[config.mk]
export PLATFORM = sky130hd
export DESIGN_NAME = alu_decoder_flat
export DESIGN_NICKNAME = d
export VERILOG_FILES = /design/src/rtl/alu_pkg.sv /design/src/rtl/alu_decoder_if.sv /design/src/rtl/alu_dec_comb.sv /design/src/rtl/alu_decoder.sv /design/src/flat_wrapper.sv
export SDC_FILE = /design/constraint.sdc
export NUM_CORES = 1
export LEC_CHECK = 0
export ABC_AREA = 1
export BUFFER_PORTS_ARGS = -buffer_cell sky130_fd_sc_hd__buf_2
export CAP_MARGIN = 40
export CORE_MARGIN = 2
export CORE_UTILIZATION = 47
export DETAILED_ROUTE_END_ITERATION = 6
export GPL_TIMING_DRIVEN = 0
export PLACE_DENSITY = 0.72
export SETUP_SLACK_MARGIN = 0.2
export SYNTH_ARGS = -nofsm -noshare
export SYNTH_HDL_FRONTEND = slang
export SYNTH_SLANG_ARGS = --single-unit
[constraint.sdc]
create_clock -name clk -period 1.8 [get_ports clk]
set_input_delay 0.18 -clock clk [delete_from_list [all_inputs] [get_ports clk]]
set_output_delay 0.18 -clock clk [all_outputs]
set_load 0.02 [all_outputs]
[src/rtl/alu_pkg.sv]
// Shared ALU definitions: function codes, RV32I opcode constants and the decoded-bundle type.
package alu_pkg;

  localparam int unsigned XLEN   = 32;
  localparam int unsigned REG_W  = 5;
  localparam int unsigned FUNC_W = 4;
  localparam int unsigned CNT_W  = 16;

  typedef enum logic [FUNC_W-1:0] {
    FC_NONE  = 4'd0,
    FC_ADD   = 4'd1,
    FC_SUB   = 4'd2,
    FC_SHL_U = 4'd3,
    FC_SHR_U = 4'd4,
    FC_SHL_S = 4'd5,
    FC_SHR_S = 4'd6,
    FC_LT    = 4'd7,
    FC_EQ    = 4'd8,
    FC_NEQ   = 4'd9,
    FC_AND   = 4'd10,
    FC_OR    = 4'd11,
    FC_XOR   = 4'd12,
    FC_NOR   = 4'd13
  } func_code_e;

  localparam logic [6:0] OPC_R     = 7'b0110011;
  localparam logic [6:0] OPC_I     = 7'b0010011;
  localparam logic [6:0] OPC_B     = 7'b1100011;
  localparam logic [6:0] OPC_LOAD  = 7'b0000011;
  localparam logic [6:0] OPC_STORE = 7'b0100011;

  localparam logic [6:0] F7_BASE = 7'b0000000;
  localparam logic [6:0] F7_ALT  = 7'b0100000;

  typedef struct packed {
    func_code_e        func_code;
    logic [REG_W-1:0]  rs1;
    logic [REG_W-1:0]  rs2;
    logic [REG_W-1:0]  rd;
    logic [XLEN-1:0]   imm;
    logic              use_imm;
    logic              is_branch;
    logic              illegal;
  } dec_bundle_t;

  // funct3 mapping shared by register and immediate arithmetic forms (f7 = base)
  function automatic func_code_e base_op(input logic [2:0] funct3);
    case (funct3)
      3'b000:  return FC_ADD;
      3'b001:  return FC_SHL_U;
      3'b010:  return FC_LT;
      3'b011:  return FC_LT;
      3'b100:  return FC_XOR;
      3'b101:  return FC_SHR_U;
      3'b110:  return FC_OR;
      default: return FC_AND;
    endcase
  endfunction

endpackage

[src/rtl/alu_decoder_if.sv]
// Valid/ready instruction-in / decoded-bundle-out bus of the ALU decoder.
interface alu_decoder_if;
  import alu_pkg::*;

  logic                 in_valid;
  logic                 in_ready;
  logic [XLEN-1:0]      instr;
  logic                 out_valid;
  logic                 out_ready;
  logic [FUNC_W-1:0]    func_code;
  logic [REG_W-1:0]     rs1;
  logic [REG_W-1:0]     rs2;
  logic [REG_W-1:0]     rd;
  logic [XLEN-1:0]      imm;
  logic                 use_imm;
  logic                 is_branch;
  logic                 illegal;
  logic [CNT_W-1:0]     illegal_cnt;

  modport master (
    output in_valid, instr, out_ready,
    input  in_ready, out_valid, func_code, rs1, rs2, rd, imm,
           use_imm, is_branch, illegal, illegal_cnt
  );

  modport slave (
    input  in_valid, instr, out_ready,
    output in_ready, out_valid, func_code, rs1, rs2, rd, imm,
           use_imm, is_branch, illegal, illegal_cnt
  );

endinterface

[src/rtl/alu_dec_comb.sv]
// Combinational RV32I -> ALU bundle decode; unsupported encodings yield a zeroed illegal bundle.
module alu_dec_comb
  import alu_pkg::*;
(
  input  logic [XLEN-1:0] instr,
  output dec_bundle_t     dec
);

  logic [6:0]      opcode;
  logic [2:0]      funct3;
  logic [6:0]      funct7;
  logic [XLEN-1:0] i_imm;
  logic [XLEN-1:0] s_imm;
  logic [XLEN-1:0] b_imm;
  logic [XLEN-1:0] shamt;

  assign opcode = instr[6:0];
  assign funct3 = instr[14:12];
  assign funct7 = instr[31:25];
  assign i_imm  = {{20{instr[31]}}, instr[31:20]};
  assign s_imm  = {{20{instr[31]}}, instr[31:25], instr[11:7]};
  assign b_imm  = {{20{instr[31]}}, instr[7], instr[30:25], instr[11:8], 1'b0};
  assign shamt  = {27'd0, instr[24:20]};

  logic            legal;
  func_code_e      fc;
  logic            use_imm;
  logic            is_branch;
  logic [XLEN-1:0] imm;

  always_comb begin
    legal     = 1'b1;
    fc        = FC_NONE;
    use_imm   = 1'b0;
    is_branch = 1'b0;
    imm       = '0;
    case (opcode)
      OPC_R: begin
        if (funct7 == F7_BASE)                           fc = base_op(funct3);
        else if (funct7 == F7_ALT && funct3 == 3'b000)   fc = FC_SUB;
        else if (funct7 == F7_ALT && funct3 == 3'b101)   fc = FC_SHR_S;
        else                                             legal = 1'b0;
      end
      OPC_I: begin
        use_imm = 1'b1;
        // shift forms carry funct7 in the upper immediate bits
        if (funct3 == 3'b001) begin
          imm = shamt;
          if (funct7 == F7_BASE) fc = FC_SHL_U;
          else                   legal = 1'b0;
        end else if (funct3 == 3'b101) begin
          imm = shamt;
          if (funct7 == F7_BASE)     fc = FC_SHR_U;
          else if (funct7 == F7_ALT) fc = FC_SHR_S;
          else                       legal = 1'b0;
        end else begin
          imm = i_imm;
          fc  = base_op(funct3);
        end
      end
      OPC_B: begin
        is_branch = 1'b1;
        imm       = b_imm;
        case (funct3)
          3'b000:         fc = FC_EQ;
          3'b001:         fc = FC_NEQ;
          3'b100, 3'b110: fc = FC_LT;
          default:        legal = 1'b0;
        endcase
      end
      OPC_LOAD: begin
        fc      = FC_ADD;
        use_imm = 1'b1;
        imm     = i_imm;
      end
      OPC_STORE: begin
        fc      = FC_ADD;
        use_imm = 1'b1;
        imm     = s_imm;
      end
      default: legal = 1'b0;
    endcase
  end

  always_comb begin
    dec     = '0;
    dec.rs1 = instr[19:15];
    dec.rs2 = instr[24:20];
    dec.rd  = instr[11:7];
    if (legal) begin
      dec.func_code = fc;
      dec.imm       = imm;
      dec.use_imm   = use_imm;
      dec.is_branch = is_branch;
    end else begin
      dec.illegal   = 1'b1;
    end
  end

endmodule

[src/rtl/alu_decoder.sv]
// Registered ALU decoder with one-entry skid buffer and optional illegal-bundle
// counter (enabled by defining ALU_DEC_ILLEGAL_CNT_EN).
module alu_decoder
  import alu_pkg::*;
(
  input  logic         clk,
  input  logic         rst_n,
  alu_decoder_if.slave bus
);

  dec_bundle_t dec_c;
  dec_bundle_t out_q, out_d;
  dec_bundle_t skid_q, skid_d;
  logic        out_valid_q, out_valid_d;
  logic        skid_valid_q, skid_valid_d;
  logic        in_ready_q;
  logic        accept_c;
  logic        out_free_c;

  alu_dec_comb u_dec_comb (
    .instr (bus.instr),
    .dec   (dec_c)
  );

  assign accept_c   = bus.in_valid && in_ready_q;
  assign out_free_c = !out_valid_q || bus.out_ready;

  // Output stage refills from skid first so order is preserved
  always_comb begin
    out_d        = out_q;
    out_valid_d  = out_valid_q;
    skid_d       = skid_q;
    skid_valid_d = skid_valid_q;
    if (out_free_c) begin
      if (skid_valid_q) begin
        out_d        = skid_q;
        out_valid_d  = 1'b1;
        skid_valid_d = 1'b0;
      end else if (accept_c) begin
        out_d        = dec_c;
        out_valid_d  = 1'b1;
      end else begin
        out_valid_d  = 1'b0;
      end
    end else if (accept_c) begin
      skid_d       = dec_c;
      skid_valid_d = 1'b1;
    end
  end

  always_ff @(posedge clk or negedge rst_n) begin
    if (!rst_n) begin
      out_q        <= '0;
      out_valid_q  <= 1'b0;
      skid_q       <= '0;
      skid_valid_q <= 1'b0;
      in_ready_q   <= 1'b1;
    end else begin
      out_q        <= out_d;
      out_valid_q  <= out_valid_d;
      skid_q       <= skid_d;
      skid_valid_q <= skid_valid_d;
      in_ready_q   <= !skid_valid_d;
    end
  end

`ifdef ALU_DEC_ILLEGAL_CNT_EN
  logic [CNT_W-1:0] illegal_cnt_q;

  // Saturating count of illegal bundles handed to the consumer
  always_ff @(posedge clk or negedge rst_n) begin
    if (!rst_n) begin
      illegal_cnt_q <= '0;
    end else if (out_valid_q && bus.out_ready && out_q.illegal
                 && illegal_cnt_q != {CNT_W{1'b1}}) begin
      illegal_cnt_q <= illegal_cnt_q + CNT_W'(1);
    end
  end

  assign bus.illegal_cnt = illegal_cnt_q;
`else
  assign bus.illegal_cnt = '0;
`endif

  assign bus.in_ready  = in_ready_q;
  assign bus.out_valid = out_valid_q;
  assign bus.func_code = out_q.func_code;
  assign bus.rs1       = out_q.rs1;
  assign bus.rs2       = out_q.rs2;
  assign bus.rd        = out_q.rd;
  assign bus.imm       = out_q.imm;
  assign bus.use_imm   = out_q.use_imm;
  assign bus.is_branch = out_q.is_branch;
  assign bus.illegal   = out_q.illegal;

endmodule

[src/flat_wrapper.sv]
// flat-port wrapper written by rule: the top's interface ports become plain ports
module alu_decoder_flat import alu_pkg::*;
  (clk, rst_n, bus_in_valid, bus_instr, bus_out_ready, bus_in_ready, bus_out_valid, bus_func_code, bus_rs1, bus_rs2, bus_rd, bus_imm, bus_use_imm, bus_is_branch, bus_illegal, bus_illegal_cnt);
  alu_decoder_if bus_i ();
  input  logic clk;
  input  logic rst_n;
  input wire logic [$bits(bus_i.in_valid)-1:0] bus_in_valid;
  input wire logic [$bits(bus_i.instr)-1:0] bus_instr;
  input wire logic [$bits(bus_i.out_ready)-1:0] bus_out_ready;
  output wire logic [$bits(bus_i.in_ready)-1:0] bus_in_ready;
  output wire logic [$bits(bus_i.out_valid)-1:0] bus_out_valid;
  output wire logic [$bits(bus_i.func_code)-1:0] bus_func_code;
  output wire logic [$bits(bus_i.rs1)-1:0] bus_rs1;
  output wire logic [$bits(bus_i.rs2)-1:0] bus_rs2;
  output wire logic [$bits(bus_i.rd)-1:0] bus_rd;
  output wire logic [$bits(bus_i.imm)-1:0] bus_imm;
  output wire logic [$bits(bus_i.use_imm)-1:0] bus_use_imm;
  output wire logic [$bits(bus_i.is_branch)-1:0] bus_is_branch;
  output wire logic [$bits(bus_i.illegal)-1:0] bus_illegal;
  output wire logic [$bits(bus_i.illegal_cnt)-1:0] bus_illegal_cnt;
  assign bus_i.in_valid = bus_in_valid;
  assign bus_i.instr = bus_instr;
  assign bus_i.out_ready = bus_out_ready;
  assign bus_in_ready = bus_i.in_ready;
  assign bus_out_valid = bus_i.out_valid;
  assign bus_func_code = bus_i.func_code;
  assign bus_rs1 = bus_i.rs1;
  assign bus_rs2 = bus_i.rs2;
  assign bus_rd = bus_i.rd;
  assign bus_imm = bus_i.imm;
  assign bus_use_imm = bus_i.use_imm;
  assign bus_is_branch = bus_i.is_branch;
  assign bus_illegal = bus_i.illegal;
  assign bus_illegal_cnt = bus_i.illegal_cnt;
  alu_decoder u_core (.clk(clk), .rst_n(rst_n), .bus(bus_i));
endmodule
# After elaboration in Yosys (flattened, before gate mapping)
# Index checks and enable logic that the tools add are counted.
dict set report word_totals {
  reg_bits 111
  input_bits 36
  out_inout_bits 72
  wordCells 84
}
dict set report classes {
  n_eq_ne 12
  n_mux 36
  bitwise 1
  n_reduce_logical 16
}
# op count
set ops {}
lappend ops {{$pmux W32 S4} 1}
lappend ops {{$mux W54} 2}
lappend ops {{$mux W32} 2}
lappend ops {{$mux W34} 1}
lappend ops {{$pmux W4 S4} 2}
lappend ops {{$pmux W4 S6} 1}
lappend ops {{$eq A7 B6 Y1 const B} 3}
lappend ops {{$mux W1} 16}
lappend ops {{$mux W4} 4}
lappend ops {{$mux W3} 4}
lappend ops {{$pmux W4 S3} 1}
lappend ops {{$eq A3 B3 Y1 const B} 3}
lappend ops {{$eq A7 B2 Y1 const B} 1}
lappend ops {{$eq A7 B5 Y1 const B} 1}
lappend ops {{$eq A7 B7 Y1 const B} 1}
lappend ops {{$logic_not A7 Y1} 1}
lappend ops {{$eq A3 B2 Y1 const B} 2}
lappend ops {{$reduce_or A2 Y1} 3}
lappend ops {{$pmux W1 S4} 1}
lappend ops {{$reduce_and A2 Y1} 2}
lappend ops {{$reduce_or A4 Y1} 1}
lappend ops {{$eq A3 B1 Y1 const B} 1}
lappend ops {{$logic_and A1 B1 Y1} 3}
lappend ops {{$logic_not A3 Y1} 1}
lappend ops {{6 further kinds} 7}

# Longest topological paths before layout
dict set report depth {
  word_depth 9
  mapped_depth 13
  depth_no_buf 12
}

# Modules after synthesis
# From an unflattened synthesis, not the netlist that was laid out.
dict set report unflattened {
  hier_cells 852
  hier_area_um2 6214.7
}
# module instances cells_per_inst area_per_inst_um2 seq_area_each_um2
set modules_own_cells {}
lappend modules_own_cells {alu_decoder 1 663 5208.7 2778.9}
lappend modules_own_cells {alu_dec_comb 1 189 1006.0 0.0}

# Least setup slack after synthesis
# OpenSTA, ideal clock, no wires.
dict set report synth_timing {
  path_type {register -> register}
  from {reg u_core.out_valid_q (netlist: u_core.bus.out_valid)}
  to {reg u_core.out_q, in the netlist u_core.bus.imm[30]}
  arrival_ps 1389
  t_required_ps 1733
  slack_ps 344
  path_stages_with_launch 9
  path_buffers 2
  cell_sequence {dfrtp_1 inv_1 nor2_1 inv_1 nand2_1 clkbuf_1 buf_2 nand2_1 nand2_1}
}
dict set report synth_via {
  elab_chain_len 3
}
# item line
set synth_rtl {}
lappend synth_rtl {{start, declared} alu_decoder.sv:14} ;# logic out_valid_q, out_valid_d;
lappend synth_rtl {{start signal, assigned} alu_decoder.sv:60} ;# out_valid_q <= out_valid_d;
lappend synth_rtl {{$logic_not A1 Y1} alu_decoder.sv:26} ;# assign out_free_c = !out_valid_q || bus.out_ready;
lappend synth_rtl {{$logic_or A1 B1 Y1} alu_decoder.sv:26}
lappend synth_rtl {{$reduce_and A2 Y1 (no source line)} -}
lappend synth_rtl {{end signal, assigned} alu_decoder.sv:59} ;# out_q <= out_d;
lappend synth_rtl {{end, declared} alu_decoder.sv:12} ;# dec_bundle_t out_q, out_d;
# No other way between the ends.
# A chain may end at the register's enable or synchronous reset.

# Worst setup path after layout
dict set report layout_timing {
  from {reg u_core.in_ready_q (netlist: u_core.bus.in_ready)}
  to {reg u_core.out_q, in the netlist u_core.bus.imm[8]}
}
dict set report layout_via {
  elab_chain_len 3
}
# item line
set layout_rtl {}
lappend layout_rtl {{start, declared} alu_decoder.sv:16} ;# logic in_ready_q;
lappend layout_rtl {{start signal, assigned} alu_decoder.sv:63} ;# in_ready_q <= !skid_valid_d;
lappend layout_rtl {{$logic_and A1 B1 Y1} alu_decoder.sv:25} ;# assign accept_c = bus.in_valid && in_ready_q;
lappend layout_rtl {{$reduce_bool A2 Y1 (no source line)} -}
lappend layout_rtl {{$reduce_and A2 Y1 (no source line)} -}
# No other way between the ends.

==> flow_metrics.py <==
metrics = {
    "outcome": {
        "status": "complete, no violations",
    },
    "pwr": {
        "power.internal_uw": 3355,
        "power.share.combinational_pct": 30.8,
        "net-switching-power_uw": 1808,
        "p_sw_share_pct": 35.02,
        "share_clk_of_total_power_pct": 27.8,
        "cellPowerDensity_mw_per_mm2": 1023,
        "seq_power_share_pct": 41.4,
        "power.static_leakage_uw": 0.002974,
        "vdd_ir_drop_max_mv": 0.3963,
    },
    "cts": {
        "cts_buffer_depth": 2,
        "clock_tree_from_tritoncts": "yes",
        "post_cts_buffers": 0,
        "clk_latency_ns": 0.35,
        "root_buffer": "sky130_fd_sc_hd__clkbuf_8",
        "cts_inserted_buffers": 9,
        "clock_sinks": 73,
        "h-tree-depth": 3,
        "clk_transition_reported_paths_ns": 0.08,
    },
    "global_route": {
        "initial_antenna_violation_count": 0,
        "grt_first_pass_wirelength_um": 17890,
        "grt.overflow.total": 0,
        "grt_pass1_vias": 3755,
        "grt_start_max_net_pins": 41,
        "groute.usage.overall_pct": 23.32,
    },
    "sta": {
        "setup-tns-final_ns": 0,
        "finalCriticalPeriod_ns": 1.498,
        "worst_relative_slew_slack_pct": 65.06,
        "timing_max_transition_violations_final": 0,
        "rsz0062_at_grt": "true",
        "max_freq_mhz": 667.6,
        "hold_violations": 0,
        "timing.clock.skew_ns": 0.01017,
        "layout_setup_ws_ns": 0.3020,
        "report.final.setup_viol": 0,
        "worst_slew_pin_slew_ns": 0.5241,
        "fin_crit_sh_pct": 83.22,
    },
    "setup_path": {
        "cp_num_buf_inv": 2,
        "critical_path_peak_fanout": 10,
        "slowest_cp_cell": "sky130_fd_sc_hd__dfstp_2",
        "slack_of_the_worst_reg_to_reg_path_ns": 0.30,
        "cp.arrival_ns": 1.74,
        "max_stage_delay_ns": 0.54,
        "timing.critical_path.cells": "nand2_1 > nand2_1 > nand2_1 > buf_4 > clkbuf_4 > nand2_1 > nand2_1",
        "cp-end-kind": "register",
        "setup.worst_path.class": "register to register",
        "crit_path_start_kind": "register",
        "r2r_cells": 7,
        "critical_r2r_capture": "u_core.bus.imm[8]",
        "cp_data_required_time_ns": 2.04,
        "critPathTopFamily": "flip-flops",
        "r2r-start": "u_core.bus.in_ready",
        "critical-path-top-cell-by-count": "sky130_fd_sc_hd__nand2_1",
    },
    "cells_and_area": {
        "layout-area-overhead-vs-synth_pct": 22.73,
        "mostFrequentLayoutCells": "sky130_fd_sc_hd__nand2_1, sky130_fd_sc_hd__buf_2, sky130_fd_sc_hd__dfrtp_1",
        "final.fill_count": 806,
        "mostFrequentLayoutCell": "sky130_fd_sc_hd__nand2_1",
        "antennaDiodeCount": 0,
        "layoutNonFillerInstCount": 785,
        "finalNetCount": 708,
        "design_area_mm2": 0.005047,
        "post_route_cells_drive_above_1_share_pct": 28.36,
    },
    "route": {
        "drtPass1Iterations": 5,
        "routed_wl_um": 10780,
        "vias": 3881,
        "final_antenna_net_count": 0,
        "routedWlPerCell_um": 13.73,
        "first_iter_violations": 226,
        "route.detailed.drc": 0,
        "routed_via_density": 4.944,
    },
    "logic_synthesis": {
        "count_of_yosys_warnings_during_synthesis": 0,
        "syn-mean-instance-area_um2": 7.437,
        "synth_cells": 553,
        "synthesized_area_mm2": 0.004113,
        "ys_async_sr_fraction_pct": 100.0,
        "share_of_the_yosys_chip_area_belonging_to_registers_pct": 44.45,
        "synth_enable_flop_cells": 0,
        "synth_cell_types": 32,
        "ys_dominant_reg_cell": "sky130_fd_sc_hd__dfrtp_1",
        "number_of_synthesized_register_bits": 73,
    },
    "floorplanning": {
        "start_util_pct": 47.86,
        "chipWidth_um": 97.55,
        "floorplan.io_pins": 108,
        "area_enclosed_by_the_die_boundary_mm2": 0.009515,
        "floorplan.rows": 34,
        "die-height_um": 97.55,
        "core_region_area_mm2": 0.008593,
    },
    "worst_hold_path": {
        "timing.hold.worst_path_depth": 3,
        "holdCritStartpoint": "bus_instr[17]",
        "worst_hold_path.endpoint": "u_core.skid_q[47]",
        "hold_class": "input port to register",
    },
    "placement": {
        "dpl.cell_count": 768,
        "dpl_cell_area_mm2": 0.004782,
        "detailed_place_hpwl_um": 7942,
        "io_buffers": 91,
        "place_worst_setup_slack_ns": -0.03576,
        "gp_congestion": 0.8713,
    },
    "job": {
        "max_cap_violations": 0,
    },
}
## flip-flops by register name, summed over array words and instances, names as in the netlist
register and count:
u_core.skid_valid_q 1, u_core.bus.in_ready 1, u_core.bus.illegal 1, u_core.bus.imm 13, u_core.bus.is_branch 1, u_core.skid_q 35
u_core.bus.rs2 5, u_core.bus.rs1 5, u_core.bus.out_valid 1, u_core.bus.func_code 4, u_core.bus.rd 5, u_core.bus.use_imm 1
## cells in the mapped netlist, drive strengths merged (13+ instances only)
cell type  number  share of area [%]
a21oi          13                1.6
a31oi          15                2.3
buf            40                7.5
clkbuf         18                1.6
dfrtp          72                 44
inv            40                3.7
nand2         200                 20
nand3          21                3.3
nor2           74                7.5
o21ai          37                4.5
## per-stage QoR
step / power [µW] / utilization, % / hold slack, ns
after detailed placement: 3745 / 55.65 / 0.1602
after floorplan: 3183 / - / -0.1156
after global routing: 5436 / 58.74 / 0.04616
after CTS: 5175 / 58.45 / 0.03536
final: 5163 / 58.74 / 0.04692
after global placement: 3689 / 55.39 / 0.3976
## cell type report
cell class | count | area, µm² | share of cell area (%)
Clock inverter | 4 | 76.32 | 1.512
Multi-Input combinational cell | 397 | 1819 | 36.04
Tap cell | 108 | 135.1 | 2.677
Timing Repair Buffer | 93 | 488.0 | 9.668
Buffer | 58 | 404.1 | 8.007
Inverter | 40 | 150.1 | 2.975
Sequential cell | 73 | 1829 | 36.24
Clock buffer | 12 | 145.1 | 2.876
## repair_timing
action,CTS,global route
pin swaps,0,0
gates resized for setup,7,26
endpoints found under the hold margin,33,0
endpoints found under the setup margin,47,53
hold buffers,1,0
## worst reg2reg max path, cell delays in order (launching register included)
cell and delay [ns]:
sky130_fd_sc_hd__dfstp_2 0.54, sky130_fd_sc_hd__nand2_1 0.08, sky130_fd_sc_hd__nand2_1 0.08, sky130_fd_sc_hd__nand2_1 0.13, sky130_fd_sc_hd__buf_4 0.21, sky130_fd_sc_hd__clkbuf_4 0.20
sky130_fd_sc_hd__nand2_1 0.08, sky130_fd_sc_hd__nand2_1 0.06
## layer usage
layer  vias to the layer above  share of wire (%)  global-route usage, %
li1                       1934                  -                      -
met1                      1822                 44                  31.75
met2                       110                 50                  38.30
met3                        15                5.1                  3.813
met4                         0                1.6                  7.265
met5                         -                  0                      0
## cell families (layout without fill, tap and decap cells)
logic type      after synthesis  after routing  share of synthesized area (%)
buf+inv                      98            207                          12.81
simple gates                303            303                          32.07
flops                        73             73                          44.45
compound gates               78             78                          10.59
other cells                   1             16                        0.09118
## how the worst max path moves through the flow
| stage | from | end | slack [ns] | cells past startpoint |
|---|---|---|---|---|
| after floorplan | u_core.bus.out_valid | u_core.bus.imm[30] | 0.34 | 8 |
| after global placement | bus_instr[3] | u_core.bus.func_code[0] | 0.02 | 8 |
| after detailed placement | bus_instr[3] | u_core.bus.func_code[0] | -0.04 | 8 |
| after CTS | u_core.bus.out_valid | u_core.bus.imm[8] | 0.23 | 8 |
| after global routing | u_core.bus.in_ready | u_core.bus.is_branch | 0.17 | 7 |
| final | u_core.bus.in_ready | u_core.bus.imm[8] | 0.30 | 7 |
## power by group through the flow
stage | combinational [µW] | clock [µW] | sequential, µW
after detailed placement | 1580 | 0 | 2170
after global routing | 1750 | 1510 | 2180
after CTS | 1590 | 1450 | 2140
after global placement | 1540 | 0 | 2150
after floorplan | 798 | 0 | 2390
final | 1590 | 1430 | 2140
Power figures use the tool's default switching activity.
